### src/rtl/i2c_slave_responder.sv
// i2c_slave_responder: I2C slave with byte-wide rx/tx valid/ready handshakes.
// Define I2C_SLAVE_CLK_STRETCH_EN to stretch SCL instead of dropping/padding bytes.
`timescale 1ns/1ps
module i2c_slave_responder #(
  parameter int I2C_ADDR_WIDTH = 7,
  parameter int I2C_DATA_WIDTH = 8,
  parameter logic [I2C_ADDR_WIDTH-1:0] SLAVE_ADDR = 7'h22
) (
  input  logic                      clk_i,
  input  logic                      rst_i,
  input  logic                      scl_i,
  input  logic                      sda_i,
  output logic                      scl_o,
  output logic                      sda_o,
  output logic [I2C_DATA_WIDTH-1:0] rx_data_o,
  output logic                      rx_valid_o,
  input  logic                      rx_ready_i,
  input  logic [I2C_DATA_WIDTH-1:0] tx_data_i,
  input  logic                      tx_valid_i,
  output logic                      tx_ready_o,
  output logic                      start_o,
  output logic                      stop_o,
  output logic                      rw_o,
  output logic                      busy_o,
  output logic                      overrun_o
);
  localparam int SW = (I2C_ADDR_WIDTH >= I2C_DATA_WIDTH) ? I2C_ADDR_WIDTH : I2C_DATA_WIDTH;
  localparam int CW = $clog2(SW + 2);
  localparam logic [CW-1:0] ABITS = CW'(I2C_ADDR_WIDTH);
  localparam logic [CW-1:0] DBITS = CW'(I2C_DATA_WIDTH);
`ifdef I2C_SLAVE_CLK_STRETCH_EN
  localparam logic STRETCH = 1'b1;
`else
  localparam logic STRETCH = 1'b0;
`endif
  typedef enum logic [2:0] {IDLE, ADDR, ADDR_ACK, WR_DATA, WR_ACK, RD_DATA, RD_ACK} state_t;
  state_t r_state, w_nxt;
  logic [1:0] r_scl_s, r_sda_s;
  logic r_scl_d, r_sda_d;
  logic [SW-1:0] r_shift;
  logic [I2C_DATA_WIDTH-1:0] r_tx_sh, r_rx_data;
  logic [CW-1:0] r_cnt;
  logic r_phase, r_stretch, r_rw, r_busy, r_overrun, r_rx_valid, r_start, r_stop;
  logic w_scl, w_sda, w_rise, w_fall, w_start, w_stop;
  logic w_addr_last, w_match, w_wr_last, w_turn, w_hold, w_go, w_load;
  always_ff @(posedge clk_i or negedge rst_i)
    if (!rst_i) begin
      r_scl_s <= '1;
      r_sda_s <= '1;
      r_scl_d <= 1'b1;
      r_sda_d <= 1'b1;
    end else begin
      r_scl_s <= {r_scl_s[0], scl_i};
      r_sda_s <= {r_sda_s[0], sda_i};
      r_scl_d <= r_scl_s[1];
      r_sda_d <= r_sda_s[1];
    end
  assign w_scl   = r_scl_s[1];
  assign w_sda   = r_sda_s[1];
  assign w_rise  = w_scl && !r_scl_d;
  assign w_fall  = !w_scl && r_scl_d;
  assign w_start = w_scl && r_scl_d && r_sda_d && !w_sda;
  assign w_stop  = w_scl && r_scl_d && !r_sda_d && w_sda;
  assign w_addr_last = r_state == ADDR && w_rise && r_cnt == ABITS;
  assign w_match     = r_shift[I2C_ADDR_WIDTH-1:0] == SLAVE_ADDR;
  assign w_wr_last   = r_state == WR_DATA && w_rise && r_cnt == DBITS - CW'(1);
  // r_phase marks the second half of an acknowledge slot; the slot ends on the next SCL fall
  assign w_turn = (r_state == ADDR_ACK || r_state == WR_ACK || r_state == RD_ACK) && r_phase && (w_fall || r_stretch);
  assign w_hold = STRETCH && w_turn && (r_state == WR_ACK ? r_rx_valid : (r_state == RD_ACK || r_rw) && !tx_valid_i);
  assign w_go   = w_turn && !w_hold && !w_start && !w_stop;
  assign w_load = w_go && (r_state == RD_ACK || (r_state == ADDR_ACK && r_rw));
  assign scl_o      = !r_stretch;
  assign sda_o      = ((r_state == ADDR_ACK || r_state == WR_ACK) && r_phase) ? 1'b0 :
                      r_state == RD_DATA ? r_tx_sh[I2C_DATA_WIDTH-1] : 1'b1;
  assign tx_ready_o = w_load && tx_valid_i;
  assign rx_data_o  = r_rx_data;
  assign rx_valid_o = r_rx_valid;
  assign start_o    = r_start;
  assign stop_o     = r_stop;
  assign rw_o       = r_rw;
  assign busy_o     = r_busy;
  assign overrun_o  = r_overrun;
  always_comb begin
    w_nxt = r_state;
    if (w_start) w_nxt = ADDR;
    else if (w_stop) w_nxt = IDLE;
    else
      unique case (r_state)
        ADDR:     if (w_addr_last) w_nxt = w_match ? ADDR_ACK : IDLE;
        ADDR_ACK: if (w_go) w_nxt = r_rw ? RD_DATA : WR_DATA;
        WR_DATA:  if (w_wr_last) w_nxt = WR_ACK;
        WR_ACK:   if (w_go) w_nxt = WR_DATA;
        RD_DATA:  if (w_fall && r_cnt == DBITS) w_nxt = RD_ACK;
        RD_ACK:   w_nxt = (w_rise && !r_phase && w_sda) ? IDLE : w_go ? RD_DATA : RD_ACK;
        default:  w_nxt = r_state;
      endcase
  end
  always_ff @(posedge clk_i or negedge rst_i)
    if (!rst_i) begin
      r_state    <= IDLE;
      r_shift    <= '0;
      r_tx_sh    <= '0;
      r_rx_data  <= '0;
      r_cnt      <= '0;
      r_phase    <= 1'b0;
      r_stretch  <= 1'b0;
      r_rw       <= 1'b0;
      r_busy     <= 1'b0;
      r_overrun  <= 1'b0;
      r_rx_valid <= 1'b0;
      r_start    <= 1'b0;
      r_stop     <= 1'b0;
    end else begin
      r_state <= w_nxt;
      r_start <= w_start;
      r_stop  <= w_stop;
      r_busy  <= w_nxt == ADDR_ACK ? 1'b1 : w_nxt == IDLE ? 1'b0 : r_busy;
      if (r_rx_valid && rx_ready_i) r_rx_valid <= 1'b0;
      if (w_start || w_stop) begin
        r_cnt     <= '0;
        r_phase   <= 1'b0;
        r_stretch <= 1'b0;
      end else begin
        r_stretch <= w_hold;
        if (w_go) begin
          r_cnt   <= '0;
          r_phase <= 1'b0;
        end
        if (w_load) begin
          r_tx_sh <= tx_valid_i ? tx_data_i : '1;
          if (!tx_valid_i && !STRETCH) r_overrun <= 1'b1;
        end
        if ((r_state == ADDR || r_state == WR_DATA || r_state == RD_DATA) && w_rise) r_cnt <= r_cnt + CW'(1);
        if ((r_state == ADDR || r_state == WR_DATA) && w_rise) r_shift <= {r_shift[SW-2:0], w_sda};
        if (w_addr_last) r_rw <= w_sda;
        if ((r_state == ADDR_ACK || r_state == WR_ACK) && w_fall && !r_phase) r_phase <= 1'b1;
        if (r_state == RD_ACK && w_rise && !r_phase && !w_sda) r_phase <= 1'b1;
        if (r_state == RD_DATA && w_fall && r_cnt != DBITS) r_tx_sh <= r_tx_sh << 1;
        if (w_wr_last) begin
          if (r_rx_valid && !rx_ready_i) begin
            if (!STRETCH) r_overrun <= 1'b1;
          end else begin
            r_rx_data  <= {r_shift[I2C_DATA_WIDTH-2:0], w_sda};
            r_rx_valid <= 1'b1;
          end
        end
      end
    end
endmodule

### config.mk
export PLATFORM = sky130hd
export DESIGN_NAME = i2c_slave_responder
export DESIGN_NICKNAME = d
export VERILOG_FILES = /design/src/rtl/i2c_slave_responder.sv
export SDC_FILE = /design/constraint.sdc
export NUM_CORES = 1
export LEC_CHECK = 0
export BUFFER_PORTS_ARGS = -buffer_cell sky130_fd_sc_hd__buf_2
export CAP_MARGIN = 25
export CORE_MARGIN = 2
export CORE_UTILIZATION = 25
export DETAILED_ROUTE_END_ITERATION = 12
export GPL_TIMING_DRIVEN = 0
export HOLD_SLACK_MARGIN = 0.1
export PLACE_DENSITY = 0.43
export RECOVER_POWER = 100
export SYNTH_ARGS = -nofsm -noshare
export SYNTH_HDL_FRONTEND = slang
export SYNTH_SLANG_ARGS = --single-unit
export TNS_END_PERCENT = 30
### constraint.sdc
create_clock -name clk_i -period 2.4 [get_ports clk_i]
set_input_delay 0.48 -clock clk_i [delete_from_list [all_inputs] [get_ports clk_i]]
set_output_delay 0.48 -clock clk_i [all_outputs]
set_load 0.05 [all_outputs]
==> impl_metrics.toml <==
[worst_setup_path]
worst-r2r-cell-count = 7
r2r_slack_ps = 150
cp.arrival_ps = 1790
critPathKind = "register to output port"
slowest_delay_ps = 580
cpMostUsedCell = "buf_6"
r2r-start = "r_scl_s[1]$_DFF_PN1_"
worst_r2r_endpoint = "busy_o$_DFFE_PN0P_"
crit_path_top_delay_cell = "dfstp_2"
critPathTopFamily = "flip-flops"
crit_path_start_kind = "register"
crit_chain = "and4bb_1, o211a_1, buf_6, and2_1, buf_6"
crit_cells = 5
path_buf_inv = 2
required_ps = 1920
setup.worst_path.end_class = "output port"
path_max_fanout = 6

[timing]
final.min_clock_period_ps = 2270
finalSetupTns_ps = 0
hold_viol = 0
clock.fmax_ghz = 0.441
worst_pin_slew_ps = 874
setup_viol = 0
slew_violations = 0
fin_crit_sh_pct = 94.5
fin_hold_ws_ps = 257
fin_skew_ps = 10.6
rsz0062_at_grt = "false"
relSlewSlack_pct = 41.7

[power_and_ir_drop]
combPwrFrac_pct = 29.7
seq_power_share_pct = 45.5
p_sw_share_pct = 35.4
p_leak_nw = 1.07
vdd_ir_drop_max_mv = 0.378
p_clk_share_pct = 24.8
power_mw = 2.35
p_per_area_mw_per_mm2 = 964
switchingPower_mw = 0.832
p_int_mw = 1.52

[run]
cap_violations = 0

[yosys]
synth_cell_types = 49
ys_ff_latch = 43
ys_async_sr_fraction_pct = 100
synth_edf_count = 0
ys_seq_area_share_pct = 53.0
ys_warn_count = 0
postSynthAreaPerCell_um2 = 11.0
synthCells = 186
synth_top_flop_cell = "dfrtp_1"
synth_area_mm2 = 0.00204
synth_nets = 202

[final_layout]
final_common_cell = "dfrtp_1"
drive_above_1_share_pct = 26.5
diodes = 0
final_cell_mix = "37 x dfrtp_1, 23 x o21ai_0, 18 x nand2_1"
finalNetCount = 241
final_util_pct = 31.3
area_delta_synth_final_pct = 19.5

[route]
vias = 1490
ant_nets = 0
wl_mm = 4.34
drtIter0Drc = 51
routed_via_density = 4.54
drcViolationCount = 0
routedWlPerCell_um = 13.2
first_pass_iters = 4

[clock_network]
cts_tree = "done"
cts.sink_count = 43
path_clk_slew_ps = 90
h-tree-depth = 2
cts_buffers = 5
cts-root-buf = "clkbuf_8"
clk_path_buf_depth = 2
insertion_delay_ps = 300

[global_route]
grt_pass1_wl_mm = 7.21
grt_pass1_vias = 1464
grt_usage_pct = 10.5
grt_overflow = 0
antenna_found_initial = 0
grt_max_degree = 44

[die]
pin_count = 31
start_util_pct = 26.2
die_y_um = 94.4
die-area_mm2 = 0.00891
die_width_um = 94.4
core_area_mm2 = 0.00781
num_rows = 32

[place]
io_buffers = 28
globalplace.congestion = 0.744
dp_hpwl_mm = 3.04

[outcome]
outcome = "complete, no violations"

[hold_path]
hp-class = "primary input to async pin"
-- logic make-up after synthesis --
logic type               synth area share, %
buffers and inverters                   3.92
flip-flops                              53.0
adder cells (fa/ha/maj)                 1.22
multiplexers                            8.82
AND/OR/NAND/NOR                         19.3
XOR/XNOR                                1.29
AO/OA/AOI/OAI                           12.2
other                                  0.184
-- timing repair --
action / in CTS / in global routing
pin swaps: 0 / 0
endpoints found under the setup margin: 1 / 1
hold buffers: 0 / 0
resized for setup: 3 / 2
buffers inserted: 0 / 4
-- routing by layer --
layer  global-route usage (%)  wire (µm)
met4                     3.62         57
met2                     15.5       1900
met5                        0          0
met1                     14.9       2200
met3                     2.55        184
-- worst max-delay path by stage --
stage                         startpoint          to  slack (ps)
finish                 r_scl_d$_DFF_PN1_  tx_ready_o         130
CTS                 r_scl_s[1]$_DFF_PN1_  tx_ready_o           2
global placement       r_scl_d$_DFF_PN1_  tx_ready_o        -140
detailed placement     r_scl_d$_DFF_PN1_  tx_ready_o        -110
floorplan              r_scl_d$_DFF_PN1_  tx_ready_o         120
global route           r_scl_d$_DFF_PN1_  tx_ready_o          40
-- power by group through the flow --
stage	sequential, mW	clock [mW]	combinational (mW)
after floorplan	1.08	0	0.517
after CTS	1.07	0.612	0.708
after detailed placement	1.09	0	0.705
after global placement	1.09	0	0.708
final	1.07	0.583	0.698
after global routing	1.11	0.642	0.787
-- final cells by class --
| type | instances | area [µm²] |
|---|---|---|
| flip-flops and latches | 43 | 1080 |
| fillers | 827 | 5370 |
| multi-input cells | 127 | 872 |
| well taps | 102 | 128 |
| clock inverters | 3 | 47.5 |
| clock buffers | 5 | 68.8 |
| inverters | 6 | 25.0 |
| plain buffers | 9 | 57.6 |
| repair buffers | 33 | 159 |
-- Yosys cell counts, types with 2 or more instances --
library cell	n	share of area [%]
a21oi_1	4	0.98
clkbuf_1	2	0.37
nor4b_1	2	0.86
ha_1	2	1.2
nand2_1	18	3.3
nand4b_1	2	0.86
dfstp_2	6	7.7
nor3_1	3	0.73
o21ai_0	23	5.6
inv_1	5	0.92
xor2_1	3	1.3
mux2_2	16	8.8
nand3_1	6	1.5
nor2b_1	2	0.61
nand3b_1	9	3.3
buf_2	5	1.2
a31oi_1	2	0.61
nand2b_1	2	0.61
nor2_1	8	1.5
dfrtp_1	37	45
-- sequential cells by signal, summed over array words and instances, names as in the netlist, 2 cells and up --
register	count
r_cnt	4
r_scl_s	2
r_state	3
rx_data_o	8
r_shift	7
r_sda_s	2
r_tx_sh	8
-- per-stage QoR --
| step | instance area (µm²) | setup WS, ps | std cells |
|---|---|---|---|
| floorplan | 2040 | 119 | 186 |
| CTS | 2430 | 2.25 | 323 |
| global route | 2440 | 44.7 | 328 |
| detailed placement | 2310 | -112 | 316 |
| global placement | 2310 | -136 | 316 |
| finish | 2440 | 132 | 328 |
-- worst reg2reg max path, stage by stage, from the launching register on --
cell	delay, ps
dfstp_2	600
clkbuf_1	110
nand2b_1	170
nor3_4	380
nor3b_2	300
nand4_1	150
a311oi_2	320
a21bo_1	160
Power figures use the tool's default switching activity.
